`src/rtl/cu_pkg.sv`:
```
// rtl/cu_pkg.sv - shared encodings and control-word layout for the CPU control sequencer
package cu_pkg;

    localparam int CW_W = 37;

    // State encodings; every state that is neither FETCH nor FAULT belongs to a sub-CU
    localparam logic [3:0] ST_FETCH = 4'b0000;
    localparam logic [3:0] ST_EX0   = 4'b0001;
    localparam logic [3:0] ST_EX1   = 4'b0010;
    localparam logic [3:0] ST_EX2   = 4'b0011;
    localparam logic [3:0] ST_FAULT = 4'b1111;

    typedef enum logic [1:0] {
        CLS_DP  = 2'd0,
        CLS_BR  = 2'd1,
        CLS_MEM = 2'd2
    } cls_t;

    // Field LSB offsets, packed MSB-first from bit 36; bit 0 is a spare
    localparam int F_FS          = 32;
    localparam int F_SA          = 27;
    localparam int F_SB          = 22;
    localparam int F_DA          = 17;
    localparam int F_W_REG       = 16;
    localparam int F_C0          = 15;
    localparam int F_MEM_CS      = 13;
    localparam int F_B_SEL       = 12;
    localparam int F_MEM_WE      = 11;
    localparam int F_IR_LOAD     = 10;
    localparam int F_STATUS_LOAD = 9;
    localparam int F_SIZE        = 7;
    localparam int F_ADD_TRI     = 6;
    localparam int F_DATA_TRI    = 4;
    localparam int F_PC_SEL      = 3;
    localparam int F_PC_FS       = 1;

    // Fetch word while memory is still busy: chip-select instruction port, word size, PC select
    localparam logic [CW_W-1:0] FETCH_CW = (37'd1 << F_MEM_CS) | (37'd3 << F_SIZE) | (37'd1 << F_PC_SEL);

    // Extra bits once the fetch lands: latch IR and step PC by 4
    localparam logic [CW_W-1:0] FETCH_DONE_BITS = (37'd1 << F_IR_LOAD) | (37'd1 << F_PC_FS);

    // Clears every architectural write and PC update so a stalled cycle is side-effect free
    localparam logic [CW_W-1:0] HOLD_MASK = ~((37'd1 << F_W_REG) | (37'd1 << F_MEM_WE) |
                                              (37'd1 << F_IR_LOAD) | (37'd1 << F_STATUS_LOAD) |
                                              (37'd3 << F_PC_FS));

    function automatic logic [CW_W-1:0] fetch_cw(input logic ready);
        return ready ? (FETCH_CW | FETCH_DONE_BITS) : FETCH_CW;
    endfunction

endpackage

```
`src/rtl/cu_class_decode.sv`:
```
// rtl/cu_class_decode.sv - instruction class decode from opcode bits IR[28:25]
module cu_class_decode
    import cu_pkg::*;
(
    input  logic [3:0] op,
    output cls_t       cls
);

    // op[3:1] = IR[28:26], op[2] = IR[27], op[0] = IR[25]; branch outranks memory
    always_comb begin
        cls = CLS_DP;
        if (op[3:1] == 3'b101) begin
            cls = CLS_BR;
        end else if (op[2] && !op[0]) begin
            cls = CLS_MEM;
        end
    end

endmodule

```
`src/rtl/cu_sequencer.sv`:
```
// rtl/cu_sequencer.sv - top-level control sequencer: fetch, sub-CU dispatch, stalls, fault, retire count
module cu_sequencer
    import cu_pkg::*;
#(
    parameter int CUL     = 36,
    parameter int MAX_EX  = 4,
    parameter int TIMEOUT = 255
) (
    input  logic         clock,
    input  logic         reset_n,
    input  logic [31:0]  IR,
    input  logic         mem_ready,
    input  logic         freeze,
    input  logic [3:0]   ns_br,
    input  logic [3:0]   ns_dp,
    input  logic [3:0]   ns_mem,
    input  logic [CUL:0] cw_br,
    input  logic [CUL:0] cw_dp,
    input  logic [CUL:0] cw_mem,
    input  logic [2:0]   km_br,
    input  logic [2:0]   km_dp,
    input  logic [2:0]   km_mem,
    output logic [3:0]   state,
    output logic [CUL:0] controlWord,
    output logic [2:0]   k_mux,
    output logic         fault,
    output logic [31:0]  retired
);

    cls_t         cls;
    logic [3:0]   ns_sel;
    logic [CUL:0] cw_sel;
    logic [2:0]   km_sel;
    logic         in_ex;
    logic         hold_mem;
    logic [2:0]   ex_cnt;
    logic [7:0]   wait_cnt;
    logic [3:0]   state_d;
    logic [2:0]   ex_cnt_d;
    logic [7:0]   wait_cnt_d;
    logic [31:0]  retired_d;
    logic         unused_ir_bits;

    assign unused_ir_bits = ^{IR[31:29], IR[24:0]};

    cu_class_decode u_class_decode (
        .op  (IR[28:25]),
        .cls (cls)
    );

    assign in_ex    = (state != ST_FETCH) && (state != ST_FAULT);
    assign hold_mem = in_ex && (cls == CLS_MEM) && (cw_mem[F_MEM_CS +: 2] != 2'b00) && !mem_ready;
    assign fault    = (state == ST_FAULT);

    // Route the decoded class's sub-CU outputs onto one bundle
    always_comb begin
        ns_sel = ns_dp;
        cw_sel = cw_dp;
        km_sel = km_dp;
        case (cls)
            CLS_BR: begin
                ns_sel = ns_br;
                cw_sel = cw_br;
                km_sel = km_br;
            end
            CLS_MEM: begin
                ns_sel = ns_mem;
                cw_sel = cw_mem;
                km_sel = km_mem;
            end
            default: ;
        endcase
    end

    // Datapath drive: FAULT is inert, FETCH is fixed, EX passes the sub-CU word; stalls mask writes
    always_comb begin
        controlWord = '0;
        k_mux       = 3'b000;
        if (state == ST_FETCH) begin
            controlWord = fetch_cw(mem_ready);
        end else if (in_ex) begin
            controlWord = cw_sel;
            k_mux       = km_sel;
        end
        if (freeze || hold_mem) begin
            controlWord = controlWord & HOLD_MASK;
        end
    end

    // Next-state and counter update; completion is checked before the runaway limit
    always_comb begin
        state_d    = state;
        ex_cnt_d   = ex_cnt;
        wait_cnt_d = wait_cnt;
        retired_d  = retired;
        if (freeze || state == ST_FAULT) begin
            state_d = state;
        end else if (state == ST_FETCH || hold_mem) begin
            if (state == ST_FETCH) begin
                ex_cnt_d = 3'd0;
            end
            if (state == ST_FETCH && mem_ready) begin
                state_d    = ST_EX0;
                wait_cnt_d = 8'd0;
            end else if (wait_cnt >= 8'(TIMEOUT)) begin
                state_d = ST_FAULT;
            end else begin
                wait_cnt_d = wait_cnt + 8'd1;
            end
        end else if (ns_sel == ST_FETCH) begin
            state_d    = ST_FETCH;
            ex_cnt_d   = 3'd0;
            wait_cnt_d = 8'd0;
            retired_d  = retired + 32'd1;
        end else if (ex_cnt >= 3'(MAX_EX)) begin
            state_d = ST_FAULT;
        end else begin
            state_d    = ns_sel;
            ex_cnt_d   = ex_cnt + 3'd1;
            wait_cnt_d = 8'd0;
        end
    end

    // Sequencer registers with asynchronous reset back to FETCH
    always_ff @(posedge clock or negedge reset_n) begin
        if (!reset_n) begin
            state    <= ST_FETCH;
            ex_cnt   <= 3'd0;
            wait_cnt <= 8'd0;
            retired  <= 32'd0;
        end else begin
            state    <= state_d;
            ex_cnt   <= ex_cnt_d;
            wait_cnt <= wait_cnt_d;
            retired  <= retired_d;
        end
    end

endmodule

```
`config.mk`:
```
export PLATFORM = sky130hd
export DESIGN_NAME = cu_sequencer
export DESIGN_NICKNAME = d
export VERILOG_FILES = /design/src/rtl/cu_pkg.sv /design/src/rtl/cu_class_decode.sv /design/src/rtl/cu_sequencer.sv
export SDC_FILE = /design/constraint.sdc
export NUM_CORES = 1
export LEC_CHECK = 0
export ABC_AREA = 1
export BUFFER_PORTS_ARGS = -buffer_cell sky130_fd_sc_hd__buf_2
export CORE_MARGIN = 3
export CORE_UTILIZATION = 40
export CTS_BUF_LIST = sky130_fd_sc_hd__clkbuf_8
export CTS_CLUSTER_DIAMETER = 120
export DETAILED_ROUTE_END_ITERATION = 16
export MAX_ROUTING_LAYER = met4
export PLACE_DENSITY_LB_ADDON = 0.05
export SYNTH_ARGS = -nofsm -noshare
export SYNTH_HDL_FRONTEND = slang
export SYNTH_SLANG_ARGS = --single-unit
```
`constraint.sdc`:
```
create_clock -name clock -period 1.6 [get_ports clock]
set_input_delay 0.16 -clock clock [delete_from_list [all_inputs] [get_ports clock]]
set_output_delay 0.16 -clock clock [all_outputs]
set_load 0.01 [all_outputs]
```
==> impl_results.md, run 1 <==
- Status: finished with violations
- Failing checks: negative setup slack
- Adder-cell area share of the yosys netlist: 0.0134
- Worst hold path class: in2async
- Ys async rst share: 1.00
- Clock transition at path regs: 0.09 ns
- DRC: 0
- Initial antenna violation count: 0
- Avg Cell Area, Syn: 6.49 um2
- Yosys reg bits: 47
- Clock Skew: 0.0160 ns
- Total area of sequential cells: 0.00118 mm2
- I/O pin count: 245
- Final Non-Filler Cells: 976
- MaxCap Viol Count: 0
- GPL Wtd Cong: 1.04
- Net Sw Frac: 0.446
- CTS tree: done
- Area leader, netlist: dfrtp_1
- Setup violations, final: 77
- Htree depth: 2
- Die width: 103 um
- Clock sink count: 47
- GRT Overall Usage: 0.281
- Data required time at the worst endpoint: 1.44 ns
- Drt initial violations: 149
- Core region area: 0.00889 mm2
- R2r setup slk: -0.16 ns
- Worst setup SP type: register
- Worst slew margin relative to its limit: 0.695
- Vias in the first global route: 4731
- Antenna diodes: 0
- Vias per inst: 5.12
- Die Ht: 103 um
- Register area share after synthesis: 0.314
- Layout Nets: 1039
- Yosys top cell area share: 0.314
- # rows: 34
- Fin. Hold Viols: 0
- Maximum VDD drop: 587 uV
- Dpl cell area: 0.00555 mm2
- Synth warn: 0
- Pint: 3400 uW
- Pwr dens: 1030 mW/mm2
- Peak fanout along the critical path: 4
- DRT Wirelength: 14.9 mm
- Worst-Skew Late Latency: 0.31 ns
- Crit Reg-Reg Startpoint: state[2]$_DFFE_PN0P_
- First-pass GRT wire length: 22.6 mm
- Netlist Area Pre-Place: 0.00374 mm2
- Yosys cell types: 33
- CTS buffer count: 5
- Compound-Gate Fraction of Synth Area: 0.125
- Setup repair after global routing missed its margin: true
- Layout cells sized above 1: 0.426
- Final period util: 1.16
- Fmax achieved: 541 MHz
- Worst Setup Path Type: reg2out
- Post-synthesis xor/xnor area fraction: 0.0796
- Cell count after placement: 961
- Final worst setup slack: -0.248 ns
- Lkg Pwr: 0.00309 uW
- Worst path arrival time: 1.69 ns
- Design area: 0.00596 mm2
- Reg2reg end: retired[14]$_DFFE_PN0P_
- Maximum number of pins on one net before global-route repair: 35
- Post-synthesis mux area share: 0
- Vias: 4999
- Overall Power: 6140 uW
- Largest family of logic cells by synthesized area: simple AND/OR/NAND/NOR gates
- Comb power frac: 0.581
- CTS Root Cell: clkbuf_8
- Reg2Reg Depth: 9
- Net Count, Synth: 748
- Tmin final: 1.85 ns
- Clock share of power: 0.114
- Post-synth EDFFs: 0
- Port bufs: 216
- Synth Flop Type: dfrtp_1
- WL/cell: 15.3 um
- Slew @ Worst Pin: 0.458 ns
- Critical path capture point type: primary output
- Longest Clk Path Bufs: 2
- Die area: 0.0105 mm2
- Area Growth Syn to Fin: 59.2%
- Hpwl dp: 12.1 mm
- Slew Viols, Final: 0
- Grt total ovfl: 0
- Cells after Synth: 576
- Synth area leaders: dfrtp_1 31%, nand2_1 23%, xor2_1 5.6%, a31oi_1 5.5%, nor2_1 4.6%
- Area of the multi-input gates: 0.00254 mm2
- DR pass1 iterations: 4
- P_sw: 2740 uW
- Sequential power share: 0.304
- Simple-gate share of the synthesized area: 0.393
- Filler cells: 799
- Starting Density: 0.421
- Post-route ant nets: 0
-- layout make-up --
type,count,share of cell area
Multi-Input combinational cell,462,0.427
Timing Repair Buffer,307,0.311
Sequential cell,47,0.198
Inverter,44,0.0282
Tap cell,108,0.0227
Clock buffer,5,0.0116
Clock inverter,3,0.00210
-- cells by family (layout without fill, tap and decap cells) --
logic type,after synthesis,count (layout)
xor+xnor,34,34
flops,47,47
compound gates,76,76
buf+inv,67,359
fa+ha+maj,4,4
simple gates,348,348
-- layout by cell type (no fill, tap or decap), types with 2 or more instances in the layout --
master,Yosys,routed
nand2_1,225,222
buf_2,7,215
buf_4,1,80
dfrtp_1,47,44
inv_1,40,40
nor2_1,46,34
a31oi_1,33,29
xor2_1,24,24
o21ai_0,22,21
nand4_1,20,20
nand3_1,20,16
nor3_1,21,15
nor2_2,3,10
xnor2_1,10,10
a21oi_1,10,8
nand2_2,5,6
nor2_4,1,6
buf_6,2,6
inv_2,4,5
nand3_4,0,5
clkbuf_8,0,5
a31oi_4,1,4
nor3_2,0,4
buf_12,0,4
a22o_1,3,3
o211ai_1,3,3
ha_1,4,3
dfrtp_2,0,3
a221oi_1,2,2
a21oi_2,1,2
nor3_4,0,2
nand3_2,3,2
-- cells in the mapped netlist (3+ instances only) --
| cell | n |
|---|---|
| a21oi_1 | 10 |
| a22o_1 | 3 |
| a31oi_1 | 33 |
| buf_2 | 7 |
| clkbuf_1 | 11 |
| dfrtp_1 | 47 |
| ha_1 | 4 |
| inv_1 | 40 |
| inv_2 | 4 |
| nand2_1 | 225 |
| nand2_2 | 5 |
| nand3_1 | 20 |
| nand3_2 | 3 |
| nand4_1 | 20 |
| nor2_1 | 46 |
| nor2_2 | 3 |
| nor3_1 | 21 |
| o211ai_1 | 3 |
| o21ai_0 | 22 |
| xnor2_1 | 10 |
| xor2_1 | 24 |
-- worst max-delay path, stage by stage, from the launching register on --
cell and delay (ns):
dfrtp_1 0.43, nand4_2 0.21, a31oi_4 0.20, nand2_2 0.10, buf_6 0.14, a31oi_4 0.15
buf_2 0.16
-- routing by layer --
metal	share of wire	GRT usage	up-vias	wire [um]
li1	-	-	2468	-
met1	0.40	0.332	2302	6020
met2	0.50	0.489	203	7440
met3	0.071	0.0399	26	1060
met4	0.028	0.0959	0	411
met5	0	-	-	0
-- worst max-delay path by stage --
stage	startpoint	endpoint	slack, ns	cells after the start
floorplan	state[1]$_DFFE_PN0P_	retired[5]$_DFFE_PN0P_	-0.0002	9
global placement	IR[27]	k_mux[2]	-0.06	8
global route	state[2]$_DFFE_PN0P_	controlWord[1]	-0.29	8
CTS	state[3]$_DFFE_PN0P_	controlWord[9]	-0.21	6
detailed placement	wait_cnt[1]$_DFFE_PN0P_	state[3]$_DFFE_PN0P_	-0.09	10
finish	state[2]$_DFFE_PN0P_	controlWord[11]	-0.25	6
-- timing repair --
item / CTS / global route
buffers inserted: 3 / 4
gates resized for setup: 20 / 41
hold endpoints to repair: 18 / 0
pin swaps: 2 / 15
hold buffers: 1 / 0
endpoints found under the setup margin: 67 / 87
-- registers in the layout, indices dropped and copies added (netlist names) --
signal	flops
retired	32
wait_cnt	8
state	4
ex_cnt	3
-- power by group through the flow --
| stage | clock network (uW) | registers [uW] | logic, uW |
|---|---|---|---|
| 2_1_floorplan | 0 | 1970 | 1540 |
| 3_3_place_gp | 0 | 1840 | 3240 |
| 3_5_place_dp | 0 | 1860 | 3280 |
| 4_1_cts | 722 | 1850 | 3420 |
| 5_1_grt | 766 | 1920 | 3930 |
| 6_report | 702 | 1870 | 3570 |
-- stage by stage --
stage / util / hold WS, ns / setup WS (ns) / setup TNS (ns)
6_report: 0.670 / 0.323 / -0.248 / -8.58
5_1_grt: 0.670 / 0.367 / -0.292 / -14.27
4_1_cts: 0.645 / 0.340 / -0.206 / -6.42
3_5_place_dp: 0.624 / 0.143 / -0.0944 / -1.56
3_3_place_gp: 0.624 / 0.142 / -0.0584 / -0.680
2_1_floorplan: - / -0.136 / -0.000244 / -0.000393
(Power assumes the default switching activity.)
==> run 2, diff against run 1 <==
Settings changed: CORE_UTILIZATION 40 to 35.
==> run 2 against run 1 <==
Effect of this change: the flow still finishes with violations (negative setup slack); non-clock buffer count up 2; cell count up 3.0%; maximum frequency up 0.36%; cell area up 7.8%; combinational power up 16%; die area up 13%; clock skew down 0.0024 ns; core utilization down 5.1 points; sequential power about the same; critical path type unchanged.
==> impl_results.md, run 2 (synthesized netlist as in run 1, its figures left out) <==
- Maximum number of pins on one net before global-route repair: 36
- Slowest stage delay, CP: 0.43 ns
- Vias: 5002
- Worst Setup Path Type: reg2out
- WL/cell: 15.4 um
- Max Used Layer: met4
- Crit Reg-Reg Startpoint: state[3]$_DFFE_PN0P_
- Critical-path top delay cell: dfrtp_1
- R2r setup slk: -0.22 ns
- Layout cells sized above 1: 0.465
- DRC: 0
- Htree depth: 2
- Most frequent cells in the layout: 211 x buf_2, 196 x nand2_1, 64 x buf_4
- Met2 wire length: 7.84 mm
- Worst setup SP type: register
- Layout Nets: 1041
- Hpwl dp: 11.8 mm
- Starting Density: 0.361
- DRT Wirelength: 15.5 mm
- # rows: 37
- Failing checks: negative setup slack
- Worst-path cell chain: buf_6 > nand4_4 > nand2_2 > buf_8 > clkbuf_16 > a31oi_1 > buf_2
- Final worst setup slack: -0.242 ns
- Post-route ant nets: 0
- Clock Skew: 0.0136 ns
- Status: finished with violations
- Filler cells: 973
- Initial antenna violation count: 0
- Antenna diodes: 0
- Pwr dens: 1070 mW/mm2
- Worst-Skew Late Latency: 0.30 ns
- Final period util: 1.15
- Slew Viols, Final: 0
- I/O pin count: 245
- Drt initial violations: 287
- Commonest non-fill, non-tap cell in the layout: buf_2
- Die area: 0.0120 mm2
- Setup repair after global routing missed its margin: true
- Top reg by flops: retired
- Worst hold path class: in2async
- Top Registers: retired x32, wait_cnt x8, state x4
- CTS buffer count: 5
- Worst setup endpoint: controlWord[36]
- Die Ht: 109 um
- First-pass GRT wire length: 23.0 mm
- GPL Wtd Cong: 0.992
- Setup TNS: -12.90 ns
- Vias in the first global route: 4766
- Maximum VDD drop: 487 uV
- Clock sink count: 47
- Reg2reg end: retired[21]$_DFFE_PN0P_
- Lkg Pwr: 0.00325 uW
- DR pass1 iterations: 4
- Met1 WL: 6.28 mm
- Grt total ovfl: 0
- Worst path arrival time: 1.68 ns
- Longest Clk Path Bufs: 2
- Detailed-routed wire length on met3: 1.01 mm
- Slew @ Worst Pin: 0.460 ns
- Core region area: 0.0104 mm2
- CTS Root Cell: clkbuf_8
- Reg2Reg Depth: 11
- Port bufs: 216
- CTS tree: done
- Worst slew margin relative to its limit: 0.693
- Vias per inst: 4.98
- Setup violations, final: 80
- Critical Path Start: state[3]$_DFFE_PN0P_
- Clock transition at path regs: 0.09 ns
- Peak fanout along the critical path: 12
- Area Growth Syn to Fin: 71.6%
- Data required time at the worst endpoint: 1.44 ns
- Tmin final: 1.84 ns
- GRT Overall Usage: 0.250
- Hold_ws: 0.335 ns
- Fin. Hold Viols: 0
- Critical path capture point type: primary output
- MaxCap Viol Count: 0
- Fmax achieved: 543 MHz
- Die width: 109 um
- Largest register FFs: 32
-- run 2: critical path: cells and delay by family, from the launching register on --
kind,cells,cell delay [ns]
buffers and inverters,4,0.64
AND/OR/NAND/NOR,2,0.17
flip-flops,1,0.43
AO/OA/AOI/OAI,1,0.14
-- run 2: through the flow --
step | instances | total power (uW) | instance area [um2] | setup slack [ns] | utilization
6_report | 1005 | 6850 | 6420 | -0.242 | 0.619
5_1_grt | 1005 | 7360 | 6420 | -0.326 | 0.619
4_1_cts | 997 | 6370 | 5970 | -0.243 | 0.576
3_5_place_dp | 976 | 5170 | 5540 | -0.0863 | 0.534
3_3_place_gp | 976 | 5100 | 5540 | -0.0250 | 0.534
2_1_floorplan | 576 | 3510 | 3760 | -0.000244 | -
-- run 2: worst min path at each step --
| stage | start | cells past startpoint | endpoint |
|---|---|---|---|
| floorplan | reset_n | 0 | ex_cnt[0]$_DFFE_PN0P_ |
| global placement | reset_n | 1 | retired[9]$_DFFE_PN0P_ |
| detailed placement | reset_n | 1 | retired[9]$_DFFE_PN0P_ |
| CTS | reset_n | 2 | retired[19]$_DFFE_PN0P_ |
| global route | reset_n | 2 | retired[19]$_DFFE_PN0P_ |
| finish | reset_n | 2 | retired[27]$_DFFE_PN0P_ |
-- run 2: layout make-up --
type / instances / area (um2) / share of cell area
clock inverter: 2 / 33.8 / 0.00526
sequential: 47 / 1180 / 0.184
inverter: 44 / 173 / 0.0269
timing repair buffer: 309 / 2090 / 0.326
tap: 136 / 170 / 0.0265
clock buffer: 5 / 68.8 / 0.0107
multi-input combinational: 462 / 2710 / 0.421
-- run 2: layer usage --
metal / vias up / global-route usage
li1: 2477 / -
met1: 2297 / 0.303
met2: 204 / 0.424
met3: 24 / 0.0476
met4: 0 / 0.0730
met5: - / -
-- run 2: timing repair --
item                                   4_1_cts  5_1_grt
hold buffers                                 1        0
pin swaps                                   16        9
cloned                                       3        5
endpoints found under the hold margin       17        0
resized for setup                           46       81
setup endpoints to repair                   67       87
buffers inserted                            10        6
-- run 2: where the power goes --
part | switching [uW] | internal (uW)
Clock | 397 | 453
Combinational | 2210 | 1920
Sequential | 355 | 1520
==> run 3, diff against run 2 <==
Settings changed: CORE_ASPECT_RATIO set to 1.25.
==> run 3 against run 2 <==
Effect of this change: the run still ends with negative setup slack left; core utilization increased by 1.8 points; cell count is 2.1% higher; cell area rose by 1.9%; critical path depth increased by 4; register-to-register slack lost 0.04 ns; clock power is 3.4% higher; global-route usage increased by 1.9 points; critical path type is now reg2reg; largest cell class unchanged.
==> impl_results.md, run 3 (synthesized netlist as in run 1, its figures left out) <==
- R2r setup slk: -0.26 ns
- Top reg by flops: retired
- Die Ht: 122 um
- Crit path max-delay family: buffers and inverters
- Die width: 98.5 um
- Initial antenna violation count: 2
- Reg2reg end: retired[5]$_DFFE_PN0P_
- Lkg Pwr: 0.00349 uW
- MaxCap Viol Count: 0
- Most frequent cells in the layout: 216 x buf_2, 184 x nand2_1, 85 x buf_4
- Vias in the first global route: 5203
- Slew Viols, Final: 0
- Largest register FFs: 32
- DR pass1 iterations: 4
- Fin. Hold Viols: 0
- Fmax achieved: 538 MHz
- Crit Reg-Reg Startpoint: state[0]$_DFFE_PN0P_
- CTS buffer count: 5
- Setup violations, final: 87
- Commonest non-fill, non-tap cell in the layout: buf_2
- Maximum VDD drop: 584 uV
- DRC: 0
- Cell mode on critical path: nand2_2
- DRT Wirelength: 15.9 mm
- Post-route ant nets: 0
- Hold_ws: 0.328 ns
- Clock transition at path regs: 0.10 ns
- First-pass GRT wire length: 25.1 mm
- Area of the multi-input gates: 0.00269 mm2
- Buf/Inv on CP: 5
- Peak fanout along the critical path: 7
- Worst-path cell chain: inv_2 > nand3_4 > inv_4 > a31oi_4 > nand2_2 > buf_6 > nor2_4 > buf_12 > buf_4 > nand2_2 > xnor2_2
- Starting Density: 0.365
- Setup repair after global routing missed its margin: true
- Drt initial violations: 164
- Data required time at the worst endpoint: 1.79 ns
- Final period util: 1.16
- Worst Setup Path Type: reg2reg
- Critical path capture point type: register
- CTS tree: done
- Hpwl dp: 12.8 mm
- Worst setup SP type: register
- Htree depth: 2
- Die area: 0.0120 mm2
- CTS Root Cell: clkbuf_8
- Vias: 5069
- Clock sink count: 47
- Final worst setup slack: -0.260 ns
- Pwr dens: 1040 mW/mm2
- Critical-path top delay cell: dfrtp_2
- Slew @ Worst Pin: 0.463 ns
- Core region area: 0.0103 mm2
- Worst-Skew Late Latency: 0.31 ns
- Top Registers: retired x32, wait_cnt x8, state x4
- Grt total ovfl: 0
- Layout cells sized above 1: 0.489
- Total area of sequential cells: 0.00118 mm2
- Area Growth Syn to Fin: 74.8%
- Port bufs: 216
- Filler cells: 978
- WL/cell: 15.5 um
- Worst hold path class: in2async
- Worst path arrival time: 2.05 ns
- Failing checks: negative setup slack
- # rows: 41
- Longest Clk Path Bufs: 2
- Vias per inst: 4.94
- Tmin final: 1.86 ns
- Setup TNS: -13.60 ns
- Core Util, Final: 0.638
- GRT Overall Usage: 0.270
- GPL Wtd Cong: 0.908
- Maximum number of pins on one net before global-route repair: 35
- Status: finished with violations
- Slowest stage delay, CP: 0.44 ns
- I/O pin count: 245
- Clock Skew: 0.0136 ns
- Layout Nets: 1065
- Worst slew margin relative to its limit: 0.691
- Reg2Reg Depth: 11
## run 3: cell types whose count changed in the layout (fill, tap and decap cells not counted), moves of 4 or more
cell,before,now
a31oi_1,18,32
a31oi_2,5,1
buf_2,211,216
buf_4,64,85
nand2_4,6,19
a31oi_4,11,1
nand2_1,196,184
clkbuf_16,5,0
diode_2,0,4
## run 3: where the power goes
group,internal (uW),switching [uW],total [uW]
sequential,1520,374,1900
combinational,1850,2150,4000
clock,458,421,879
total,3830,2950,6780
## run 3: area by class of cell
type,instances,share of cell area
sequential,47,0.181
inverter,44,0.0272
timing repair buffer,333,0.338
clock buffer,5,0.0105
multi-input combinational,462,0.412
clock inverter,2,0.00574
tap,129,0.0247
antenna,4,0.00153
## run 3: worst max path at each step
stage	from	end	slack, ns	cells past startpoint
floorplan	state[1]$_DFFE_PN0P_	retired[5]$_DFFE_PN0P_	-0.0002	9
global placement	state[1]$_DFFE_PN0P_	retired[14]$_DFFE_PN0P_	-0.09	10
detailed placement	state[3]$_DFFE_PN0P_	wait_cnt[6]$_DFFE_PN0P_	-0.14	9
CTS	state[3]$_DFFE_PN0P_	controlWord[10]	-0.28	8
global route	state[3]$_DFFE_PN0P_	controlWord[10]	-0.33	8
finish	state[0]$_DFFE_PN0P_	retired[5]$_DFFE_PN0P_	-0.26	11
## run 3: timing repair
action,4_1_cts,5_1_grt
setup endpoints to repair,83,87
hold endpoints to repair,18,0
gates cloned,5,0
gates resized for setup,96,63
buffers inserted,15,7
pin swaps,23,17
hold buffers,1,0
## run 3: metrics by stage
| step | power, uW | std cells | worst slack (ns) | cell area (um2) |
|---|---|---|---|---|
| 5_1_grt | 7280 | 1024 | -0.334 | 6540 |
| 3_3_place_gp | 5130 | 991 | -0.0921 | 5670 |
| 2_1_floorplan | 3510 | 576 | -0.000244 | 3760 |
| 6_report | 6780 | 1026 | -0.260 | 6540 |
| 3_5_place_dp | 5200 | 991 | -0.141 | 5670 |
| 4_1_cts | 6540 | 1018 | -0.284 | 6310 |
## run 3: routing by layer
metal	vias to the layer above	track usage	wire length, um
met5	-	-	0
met4	0	0.0811	395
met3	26	0.0607	1070
met2	181	0.476	8100
met1	2329	0.304	6360
li1	2533	-	-
